===== src/rtl/median_pkg.sv =====
// Shared constants and FSM state type for the median filter driver.
package median_pkg;

  localparam int NUM_TAPS        = 9;
  localparam int DEFAULT_TIMEOUT = 63;

  localparam logic [3:0] LAST_TAP = 4'(NUM_TAPS - 1);

  typedef enum logic [1:0] {
    ST_IDLE = 2'd0,
    ST_SEND = 2'd1,
    ST_WAIT = 2'd2,
    ST_HOLD = 2'd3
  } drv_state_e;

endpackage


===== src/rtl/median_drv_tmr.sv =====
// WAIT-state watchdog: counts cycles while run_i is high and flags the last allowed one.
// Only instantiated when MEDIAN_DRV_TIMEOUT_EN is defined.
module median_drv_tmr
  import median_pkg::*;
#(
  parameter int TIMEOUT_CYCLES = DEFAULT_TIMEOUT
) (
  input  logic CLK,
  input  logic RST,
  input  logic run_i,
  output logic expire_o
);

  localparam int CW = $clog2(TIMEOUT_CYCLES + 1);

  logic [CW-1:0] cnt_q;
  logic [CW-1:0] cnt_d;

  // Counter restarts every time the driver re-enters WAIT.
  always_comb begin
    cnt_d = run_i ? cnt_q + 1'b1 : '0;
  end

  always_ff @(posedge CLK or posedge RST) begin
    if (RST) cnt_q <= '0;
    else     cnt_q <= cnt_d;
  end

  assign expire_o = run_i && (cnt_q == CW'(TIMEOUT_CYCLES - 1));

endmodule


===== src/rtl/median_driver.sv =====
// Serialises a 9-pixel window into a median filter and captures its result.
// Optional WAIT timeout with sticky ERR is enabled by defining MEDIAN_DRV_TIMEOUT_EN.
module median_driver
  import median_pkg::*;
#(
  parameter int DATA_WIDTH     = 8,
  parameter int TIMEOUT_CYCLES = DEFAULT_TIMEOUT
) (
  input  logic                           CLK,
  input  logic                           RST,
  input  logic                           WIN_VALID,
  output logic                           WIN_READY,
  input  logic [NUM_TAPS*DATA_WIDTH-1:0] WIN_DATA,
  output logic                           DSI,
  output logic [DATA_WIDTH-1:0]          DI,
  input  logic                           DSO,
  input  logic [DATA_WIDTH-1:0]          DO,
  output logic                           RES_VALID,
  input  logic                           RES_READY,
  output logic [DATA_WIDTH-1:0]          RES_DATA,
  output logic                           ERR
);

  drv_state_e            state_q, state_d;
  logic [3:0]            tap_q, tap_d;
  logic                  dsi_q, dsi_d;
  logic [DATA_WIDTH-1:0] di_q, di_d;
  logic [DATA_WIDTH-1:0] res_q, res_d;
  logic [DATA_WIDTH-1:0] pix_q [NUM_TAPS];
  logic                  capture;
  logic                  timeout;

`ifdef MEDIAN_DRV_TIMEOUT_EN
  logic err_q;

  median_drv_tmr #(
    .TIMEOUT_CYCLES (TIMEOUT_CYCLES)
  ) u_tmr (
    .CLK      (CLK),
    .RST      (RST),
    .run_i    (state_q == ST_WAIT),
    .expire_o (timeout)
  );

  // A result arriving on the expiry cycle takes priority over the abort.
  always_ff @(posedge CLK or posedge RST) begin
    if (RST)                  err_q <= 1'b0;
    else if (timeout && !DSO) err_q <= 1'b1;
  end

  assign ERR = err_q;
`else
  assign timeout = 1'b0;
  assign ERR     = 1'b0;
`endif

  // NOTE: every signal gets a default before the case so no path can infer a latch.
  always_comb begin
    state_d = state_q;
    tap_d   = tap_q;
    dsi_d   = dsi_q;
    di_d    = di_q;
    res_d   = res_q;
    capture = 1'b0;
    case (state_q)
      ST_IDLE: begin
        if (WIN_VALID) begin
          capture = 1'b1;
          tap_d   = '0;
          dsi_d   = 1'b1;
          di_d    = WIN_DATA[0 +: DATA_WIDTH];
          state_d = ST_SEND;
        end
      end
      ST_SEND: begin
        // tap_q is the index of the pixel currently on DI.
        if (tap_q == LAST_TAP) begin
          dsi_d   = 1'b0;
          state_d = ST_WAIT;
        end else begin
          tap_d = tap_q + 4'd1;
          di_d  = pix_q[tap_q + 4'd1];
        end
      end
      ST_WAIT: begin
        if (DSO) begin
          res_d   = DO;
          state_d = ST_HOLD;
        end else if (timeout) begin
          state_d = ST_IDLE;
        end
      end
      ST_HOLD: begin
        if (RES_READY) state_d = ST_IDLE;
      end
      default: state_d = ST_IDLE;
    endcase
  end

  // NOTE: state registers use non-blocking assignments so all flops update together.
  always_ff @(posedge CLK or posedge RST) begin
    if (RST) begin
      state_q <= ST_IDLE;
      tap_q   <= '0;
      dsi_q   <= 1'b0;
      di_q    <= '0;
      res_q   <= '0;
    end else begin
      state_q <= state_d;
      tap_q   <= tap_d;
      dsi_q   <= dsi_d;
      di_q    <= di_d;
      res_q   <= res_d;
    end
  end

  // NOTE: the window store is not reset; it is only read after a capture has filled it.
  always_ff @(posedge CLK) begin
    if (capture) begin
      for (int k = 0; k < NUM_TAPS; k++) begin
        pix_q[k] <= WIN_DATA[k*DATA_WIDTH +: DATA_WIDTH];
      end
    end
  end

  assign WIN_READY = (state_q == ST_IDLE);
  assign RES_VALID = (state_q == ST_HOLD);
  assign DSI       = dsi_q;
  assign DI        = di_q;
  assign RES_DATA  = res_q;

endmodule

===== config.mk =====
export PLATFORM = sky130hd
export DESIGN_NAME = median_driver
export DESIGN_NICKNAME = d
export VERILOG_FILES = /design/src/rtl/median_pkg.sv /design/src/rtl/median_drv_tmr.sv /design/src/rtl/median_driver.sv
export SDC_FILE = /design/constraint.sdc
export NUM_CORES = 1
export LEC_CHECK = 0
export CORE_ASPECT_RATIO = 2
export CORE_UTILIZATION = 25
export CTS_BUF_LIST = sky130_fd_sc_hd__clkbuf_8
export DETAILED_ROUTE_END_ITERATION = 10
export SLEW_MARGIN = 20
export SYNTH_ARGS = -nofsm -noshare
export SYNTH_HDL_FRONTEND = slang
export SYNTH_SLANG_ARGS = --single-unit
export TNS_END_PERCENT = 20

===== constraint.sdc =====
create_clock -name CLK -period 3.9 [get_ports CLK]
set_clock_uncertainty 0.2 [all_clocks]
set_input_delay 0.39 -clock CLK [delete_from_list [all_inputs] [get_ports CLK]]
set_output_delay 0.39 -clock CLK [all_outputs]
set_load 0.02 [all_outputs]

======== After elaboration in Yosys (flattened, before gate mapping) ========
Memories as Yosys holds them, arrays and structs flattened.
Cells that the tools add are included.
word-level totals
  bits in registers ....................... 23
  RAM bits ................................ 72
  bits of input ports ..................... 85
  memories kept ........................... 1
cells by class
  add/subtract/negate cells ............... 1
  equality and inequality tests ........... 9
  mux-type cells .......................... 18
  reduce and logical (&&, ||, !) cells .... 6
memories
  memory  words  width  rd ports  clocked after Yosys merged registers in  write ports  RTL line             source
  pix_q   9      8      1         0                                        9            median_driver.sv:29  logic [DATA_WIDTH-1:0] pix_q [NUM_TAPS];
operators with widths
  cell                   number
  $mux W8                2
  $pmux W8 S2            1
  $mux W2                4
  $mux W4                2
  $ne A2 B2 Y1 const B   4
  $pmux W2 S4            1
  $pmux W4 S2            1
  $mux W1                6
  $reduce_and A3 Y1      2
  $add A4 B1 Y4 const B  1
  $eq A2 B2 Y1 const B   2
  $eq A4 B4 Y1 const B   1
  $reduce_and A4 Y1      1
  $eq A2 B1 Y1 const B   1
  $logic_not A2 Y1       1
  $ne A2 B1 Y1 const B   1
  $pmux W1 S2            1
  $reduce_and A2 Y1      1
  $reduce_bool A2 Y1     1

======== Depth between registers and ports, before layout ========
Gate-level depths: netlist of run 1.
  depth after elaboration ................. 4
  depth in mapped cells ................... 12

======== Least setup slack after synthesis of run 1 ========
Ideal clock, no wire load.
  path kind ............................... register -> register
  from .................................... register state_q[0]
  to ...................................... register tap_q[3]
  library setup time ...................... 0.147 ns
  arrival time ............................ 2.973 ns
  setup slack ............................. 0.581 ns
  cell stages (with the launch flop) ...... 7
  path buffers ............................ 0
  clock period less this slack ............ 3.319 ns
  path through ............................ dfrtp_1 inv_1 ha_1 and2_1 nor2b_1 o22ai_1 a211oi_1
on the way
  cells in the longest elaborated chain, start to end .. 3
  elaborated cells between the ends (all ways) .. 7
  classes of those cells .................. eq/ne: 3; mux: 1; reduce/logical: 3
RTL lines
  item                                                                 RTL line              source
  start: declaration                                                   median_driver.sv:24   drv_state_e state_q, state_d;
  start signal: assignment                                             median_driver.sv:109  state_q <= state_d;
  $logic_not A2 Y1 *                                                   n/a
  via WIN_READY                                                        median_driver.sv:12   output logic WIN_READY,
  $ne A2 B2 Y1 (no source line) or $reduce_bool A2 Y1 (tied branches)  n/a
  $reduce_and A3 Y1 (no source line)                                   n/a
  end signal: assignment                                               median_driver.sv:110  tap_q <= tap_d;
  end: declaration                                                     median_driver.sv:25   logic [3:0] tap_q, tap_d;
Mark *: on every way through the listed nets, which the timed path passes. The rest lies on a longest branch.
A chain may end at the register's enable or synchronous reset.

======== Worst setup path in the final report of run 1 ========
  from .................................... register tap_q[0]
  to ...................................... register di_q[0] (netlist: DI[0])
on the way
  cells in the longest elaborated chain, start to end .. 4
  elaborated cells between the ends (all ways) .. 7
  classes of those cells .................. add/sub: 1; eq/ne: 2; mux: 2; reduce/logical: 1; memory: 1
RTL lines
  item                    RTL line              source
  $add A4 B1 Y4           median_driver.sv:82   di_d = pix_q[tap_q + 4'd1];
  $mem_v2 Z9 W8           n/a
  $mux W8                 median_driver.sv:77   if (tap_q == LAST_TAP) begin
  $pmux W8 S2             median_driver.sv:65   case (state_q)
  end signal: assignment  median_driver.sv:112  di_q <= di_d;
  end: declaration        median_driver.sv:27   logic [DATA_WIDTH-1:0] di_q, di_d;
Several ways; a longest one is shown, not always the timed one. The select of a mux whose other input is x is not followed.

==> summary.txt, run 1 <==
Synth
  • Prevailing post-synth register cell: edfxtp_1
  • Yosys warns: 0
  • Cell Area, Synth: 4080 um^2
  • Count of cell types in the netlist: 41
  • EDFF count, synth: 72
  • Cells after Synth: 253
  • Post-synthesis sequential area ratio: 67.1%
  • Synthesized area per cell: 16.1 um^2
  • Post-synth ARST share: 24.2%
  • #FFs+latches synth: 95
  • Syn nets: between 300 and 400

Route
  • Routed wire per std cell: between 15 and 20 um
  • Remaining DRCs: 0
  • Wire length on met2: 5680 um
  • M1 WL: 3340 um
  • DRT Pass-1 Iters: 4
  • DR top layer: met4
  • ANT nets after route: 0
  • Wire length on met3: between 300 and 400 um
  • Vias after detailed routing: 2,507
  • DRT Wirelength: 9540 um
  • DR iter-0 viols: 221
  • Vias per Instance: about 4.5

Cells and area
  • # diodes: 0
  • Fillers: 1,554
  • Most common cell after layout, fill and taps aside: clkdlybuf4s50_1
  • Post-layout util: between 30 and 40%
  • Most frequent cells in the layout: clkdlybuf4s50_1, edfxtp_1, dfrtp_1
  • Layout overhead on the synthesized area: 34.4%
  • Design Area, Final: 5490 um^2
  • Layout Nets: 446
  • Share of cells above drive strength 1: 11.7%

Critical path
  • WP data required: 3950 ps
  • Reg2Reg Capture Point: DI[0]$_DFFE_PP0P_
  • Buffers & Inverters on Critical Path: 1
  • Arrival @ worst endpoint: 2960 ps
  • Largest stage delay, worst path: 900 ps
  • FF-to-FF setup slack: between 900 and 1000 ps
  • Critical path cell sequence: inv_1 > ha_1 > mux4_2 > o211ai_1 > o22ai_1
  • Crit-path leading delay family: adder cells
  • Worst reg2reg path startpoint: tap_q[0]$_DFFE_PP0P_
  • Worst-path cell with the longest stage delay: ha_1
  • Startpoint Class: register
  • R2R depth: 5
  • Critical path peak fanout: 25
  • Setup CP Type: reg -> reg
  • CP endpoint kind: register

GRT
  • GRT overflow: 0
  • Initial antenna violation count: 0
  • First-pass GRT wire length: around 14,000 um
  • Largest net degree at the start of global routing: 74
  • Vias in the first global route: between 2,000 and 3,000
  • GR Util All Layers: 11.8%

STA
  • Headroom to the max-slew limit: 37.8%
  • Final setup fails: 0
  • Hold Fails Final Rpt: 0
  • Tmin final: 2910 ps
  • Final Max Tran Viols: 0
  • Final setup TNS: 0 ps
  • RSZ-0062 raised after global routing: false
  • Max Clk Rate: 0.344 GHz
  • Fin crit share: 74.5%
  • Hold slack: approximately 210 ps
  • Slew @ Worst Pin: 927 ps
  • Setup ws final: ~1000 ps

Placed design
  • Area after DPL: between 5000 and 6000 um^2
  • GP Congestion: 0.761
  • IO buf count: 103
  • Post-place setup slack: 993 ps
  • HPWL Detailed: 7170 um

Pwr
  • Leak: 1.91 nW
  • Internal power: around 2.3 mW
  • Pwr/cell area: 648 nW/um^2
  • Clock power frac: 18.2%
  • Net switching fraction of the power: 35.3%
  • Worst vdd ir: 0.262 mV
  • Part of the power in combinational logic: between 30% and 40%
  • Sequential Power Share: between 40 and 50%
  • Switching power: 1.25 mW

Clock network
  • Total CTS buffers: 9
  • Hold buffer count at cts: 0
  • Clock transition at path regs: 110 ps
  • Post-cts sizing count: 0
  • Post-CTS setup buffers: 0
  • Clk_lat worst skew: 380 ps
  • Clock net sink count: 95
  • Clk buf depth: 2
  • Root Buffer Master: clkbuf_8
  • CTS tree: built
  • Htree depth: 3

Floorplanning
  • Die extent in x: 92.4 um
  • I/O pin count: 105
  • Rows: 65
  • Starting density of the core: 25.7%
  • Die Height: 183 um
  • Die area: 16,900 um^2
  • Core area: around 16,000 um^2

Min path
  • Worst min path class: in -> async

Run
  • Max cap viols: 0

Status
  • Run status: complete, no violations
cells by family (layout without fill, tap and decap cells):
group | Yosys count | in the layout | synth area share (%)
muxes | 34 | 34 | 13.2
xor gates and xnor gates | 3 | 3 | 1.01
other | 1 | 1 | 0.0919
buffers and inverters | 20 | 127 | 2.85
adders and majority gates | 6 | 6 | 1.84
and+or+nand+nor | 58 | 58 | 7.60
AOI/OAI and AO/OA | 36 | 36 | 6.31
DFF | 95 | 95 | 67.1
synth_stat cells (all sizes together) (2+ instances only):
cell / n / area [um^2]
nand3b: 7 / 52.6
a311oi: 3 / 26.3
nor2b: 13 / 81.3
o22ai: 4 / 25.0
o2111ai: 2 / 17.5
ha: 6 / 75.1
nand3: 4 / 20.0
mux2i: 6 / 63.8
edfxtp: 72 / 2160
nor2: 10 / 37.5
xnor2: 2 / 32.5
o211ai: 2 / 15.0
nand4b: 2 / 17.5
a31oi: 10 / 62.6
nor3: 4 / 20.0
nand2: 13 / 48.8
mux2: 17 / 195
inv: 6 / 22.5
a32o: 2 / 20.0
dfrtp: 23 / 576
o21ai: 7 / 35.0
buf: 14 / 93.8
nand2b: 2 / 12.5
mux4: 11 / 282
through the flow:
| step | std cells | power (mW) |
|---|---|---|
| after floorplan | 253 | 2.47 |
| after global placement | 545 | 2.92 |
| after detailed placement | 545 | 2.96 |
| after CTS | 561 | 3.61 |
| after global routing | 561 | 3.76 |
| final | 561 | 3.55 |
layout make-up:
type,count,area (um^2),share of cell area (%)
inverters,6,22.5,0.411
multi-input cells,138,1230,22.4
clock inverters,7,72.6,1.32
clock buffers,9,124,2.26
flip-flops and latches,95,2740,49.9
well taps,201,251,4.58
repair buffers,105,1050,19.1
power by group through the flow:
stage,combinational [mW],clock [mW],sequential [mW]
after detailed placement,1.40,0,1.56
final,1.38,0.646,1.53
after global placement,1.36,0,1.55
after floorplan,0.870,0,1.60
after global routing,1.50,0.706,1.56
after CTS,1.40,0.665,1.54
registers in the layout, summed over array words and instances (netlist names):
register  flops
DI            8
DSI           1
RES_DATA      8
pix_q        72
state_q       2
tap_q         4
routing by layer:
metal,vias to the layer above,GRT usage [%]
met5,-,0
met4,0,5.19
met3,10,2.21
met2,77,22.8
met1,1236,11.9
li1,1184,-
worst max-delay path by stage:
stage	from	cells after the start	to	slack, ps
final	tap_q[0]$_DFFE_PP0P_	5	DI[0]$_DFFE_PP0P_	990
after global routing	tap_q[0]$_DFFE_PP0P_	6	DI[5]$_DFFE_PP0P_	810
after CTS	tap_q[0]$_DFFE_PP0P_	5	DI[0]$_DFFE_PP0P_	970
after detailed placement	tap_q[0]$_DFFE_PP0P_	5	DI[0]$_DFFE_PP0P_	990
after global placement	tap_q[0]$_DFFE_PP0P_	5	DI[0]$_DFFE_PP0P_	1100
after floorplan	state_q[0]$_DFFE_PP0P_	6	tap_q[3]$_DFFE_PP0P_	580
Power figures use the tool's default switching activity.
==> run 2: changes to the inputs <==
==> constraint.sdc (replaced) <==
create_clock -name CLK -period 2.9 [get_ports CLK]
set_clock_uncertainty 0.2 [all_clocks]
set_input_delay 0.29 -clock CLK [delete_from_list [all_inputs] [get_ports CLK]]
set_output_delay 0.29 -clock CLK [all_outputs]
set_load 0.02 [all_outputs]
==> summary.txt, run 2 (synthesis gave the netlist of run 1 again) <==
Critical path
  • Setup CP Type: reg -> out
  • Arrival @ worst endpoint: 1900 ps (-1060 ps)
  • CP endpoint kind: output port
  • WP data required: 2410 ps (-1540 ps)
  • Critical path peak fanout: 10 (-60%)
  • Startpoint Class: register
  • R2R depth: 7 (+2)

GRT
  • Initial antenna violation count: 0 (unchanged)
  • GRT overflow: 0 (unchanged)
  • Largest net degree at the start of global routing: 55 (-26%)
  • Vias in the first global route: 2,611 (-0.76%)
  • First-pass GRT wire length: 14,400 um (-0.81%)
  • GR Util All Layers: 11.8% (-0.049 points)

STA
  • RSZ-0062 raised after global routing: false
  • Max Clk Rate: 0.419 GHz
  • Hold Fails Final Rpt: 0 (unchanged)
  • Headroom to the max-slew limit: 40.3% (+2.5 points)
  • Setup ws final: 514 ps (-479 ps)
  • Final setup fails: 0 (unchanged)
  • Final Max Tran Viols: 0 (unchanged)
  • Slew @ Worst Pin: 890 ps (-37.4 ps)
  • Tmin final: 2390 ps
  • Final setup TNS: 0 ps (unchanged)
  • Fin crit share: 82.3%

Pwr
  • Clock power frac: 17.7% (-0.5 points)
  • Worst vdd ir: 0.608 mV (+130%)
  • Pwr/cell area: 878 nW/um^2 (+36%)
  • Switching power: 1.66 mW (+32%)
  • Internal power: 3.19 mW (+39%)
  • Net switching fraction of the power: 34.3% (-1.0 points)
  • Sequential Power Share: 41.5% (-1.6 points)
  • Part of the power in combinational logic: 40.8% (+2.1 points)
  • Leak: 1.94 nW (+1.4%)

Route
  • DRT Wirelength: 9440 um (-1.1%)
  • DRT Pass-1 Iters: 4 (unchanged)
  • Vias per Instance: 4.45 (-0.39%)
  • DR iter-0 viols: 157 (-29%)
  • ANT nets after route: 0 (unchanged)
  • Remaining DRCs: 0 (unchanged)
  • Vias after detailed routing: 2,515 (+0.32%)
  • Routed wire per std cell: 16.7 um (-1.8%)

Clock network
  • Total CTS buffers: 9 (unchanged)
  • Clk_lat worst skew: 360 ps (-20 ps)
  • Clock net sink count: 95 (unchanged)
  • Htree depth: 3 (unchanged)
  • Hold buffer count at cts: 0 (unchanged)
  • Clk buf depth: 2 (unchanged)
  • CTS tree: built
  • Clock transition at path regs: 90 ps (-20 ps)
  • Root Buffer Master: clkbuf_8
  • Post-CTS setup buffers: 0 (unchanged)
  • Post-cts sizing count: 0 (unchanged)

Cells and area
  • Largest Register: pix_q
  • Finished Layout Cells: 565 (+0.71%)
  • Share of cells above drive strength 1: 11.8% (+0.15 points)
  • Layout Nets: 450 (+0.90%)
  • Layout overhead on the synthesized area: 35.2%
  • Most frequent cells in the layout: clkdlybuf4s50_1, edfxtp_1, dfrtp_1
  • # diodes: 0 (unchanged)
  • Number of flip-flops in the largest register: 72 (unchanged)
  • Most common cell after layout, fill and taps aside: clkdlybuf4s50_1

Floorplanning
  • Die Height: 183 um (unchanged)
  • Rows: 65 (unchanged)
  • Core area: 15,900 um^2 (unchanged)
  • Die extent in x: 92.4 um (unchanged)
  • I/O pin count: 105 (unchanged)
  • Die area: 16,900 um^2 (unchanged)
  • Starting density of the core: 25.7% (unchanged)

Run
  • Max cap viols: 0 (unchanged)

Placed design
  • HPWL Detailed: 7090 um (-1.1%)
  • # placed instances: 549 (+0.73%)
  • Post-place setup slack: 493 ps (-500 ps)
  • GP Congestion: 0.760 (-0.17%)
  • IO buf count: 103 (unchanged)

Status
  • Run status: complete, no violations

Min path
  • Worst min path class: in -> async
==> run 2: worst paths after layout <==
path	startpoint	end	slack [ps]
worst max-delay path	state_q[1]$_DFFE_PP0P_	WIN_READY	510
worst min register to register	RES_DATA[5]$_DFFE_PP0P_	RES_DATA[5]$_DFFE_PP0P_	310
worst max register to register	tap_q[0]$_DFFE_PP0P_	DI[7]$_DFFE_PP0P_	510
worst min-delay path	RST	RES_DATA[2]$_DFFE_PP0P_	100
max in group asynchronous	RST	DI[5]$_DFFE_PP0P_	1980
min in group CLK	WIN_DATA[39]	pix_q[4][7]$_DFFE_PP_	270
==> run 2: through the flow <==
stage / power, mW / utilization, % / hold WS (ps) / cell area [um^2]
6_report: 4.85 / 34.8 / 104 / 5520
5_1_grt: 5.15 / 34.8 / 167 / 5520
4_1_cts: 4.94 / 34.8 / 240 / 5520
3_5_place_dp: 4.06 / 33.6 / 292 / 5330
3_3_place_gp: 4.00 / 33.6 / 286 / 5330
2_1_floorplan: 3.31 / - / 91.9 / 4080
==> run 2: power groups by stage <==
stage          sequential (mW)  clock [mW]  combinational [mW]
2_1_floorplan             2.14           0                1.17
3_3_place_gp              2.03           0                1.97
3_5_place_dp              2.05           0                2.01
4_1_cts                   2.02       0.906                2.02
5_1_grt                   2.04       0.956                2.14
6_report                  2.01       0.859                1.98
==> run 2: per-layer routing <==
metal / GRT usage [%] / share of wire, %
met1: 11.2 / 35
met2: 22.5 / 59
met4: 6.06 / 2.7
met3: 2.83 / 4.1
met5: 0 / 0
==> run 2: cell type report <==
class	count	area (um^2)
clock buffer	9	124
clock inverter	7	63.8
fill	1562	10300
inverter	6	22.5
multi-input combinational	138	1230
sequential	95	2740
tap	201	251
timing repair buffer	109	1090
==> run 2: worst max-delay path: stages (launching register included) <==
cell and delay, ps:
dfrtp_1 410, inv_1 100, ha_1 350, clkdlybuf4s50_1 670
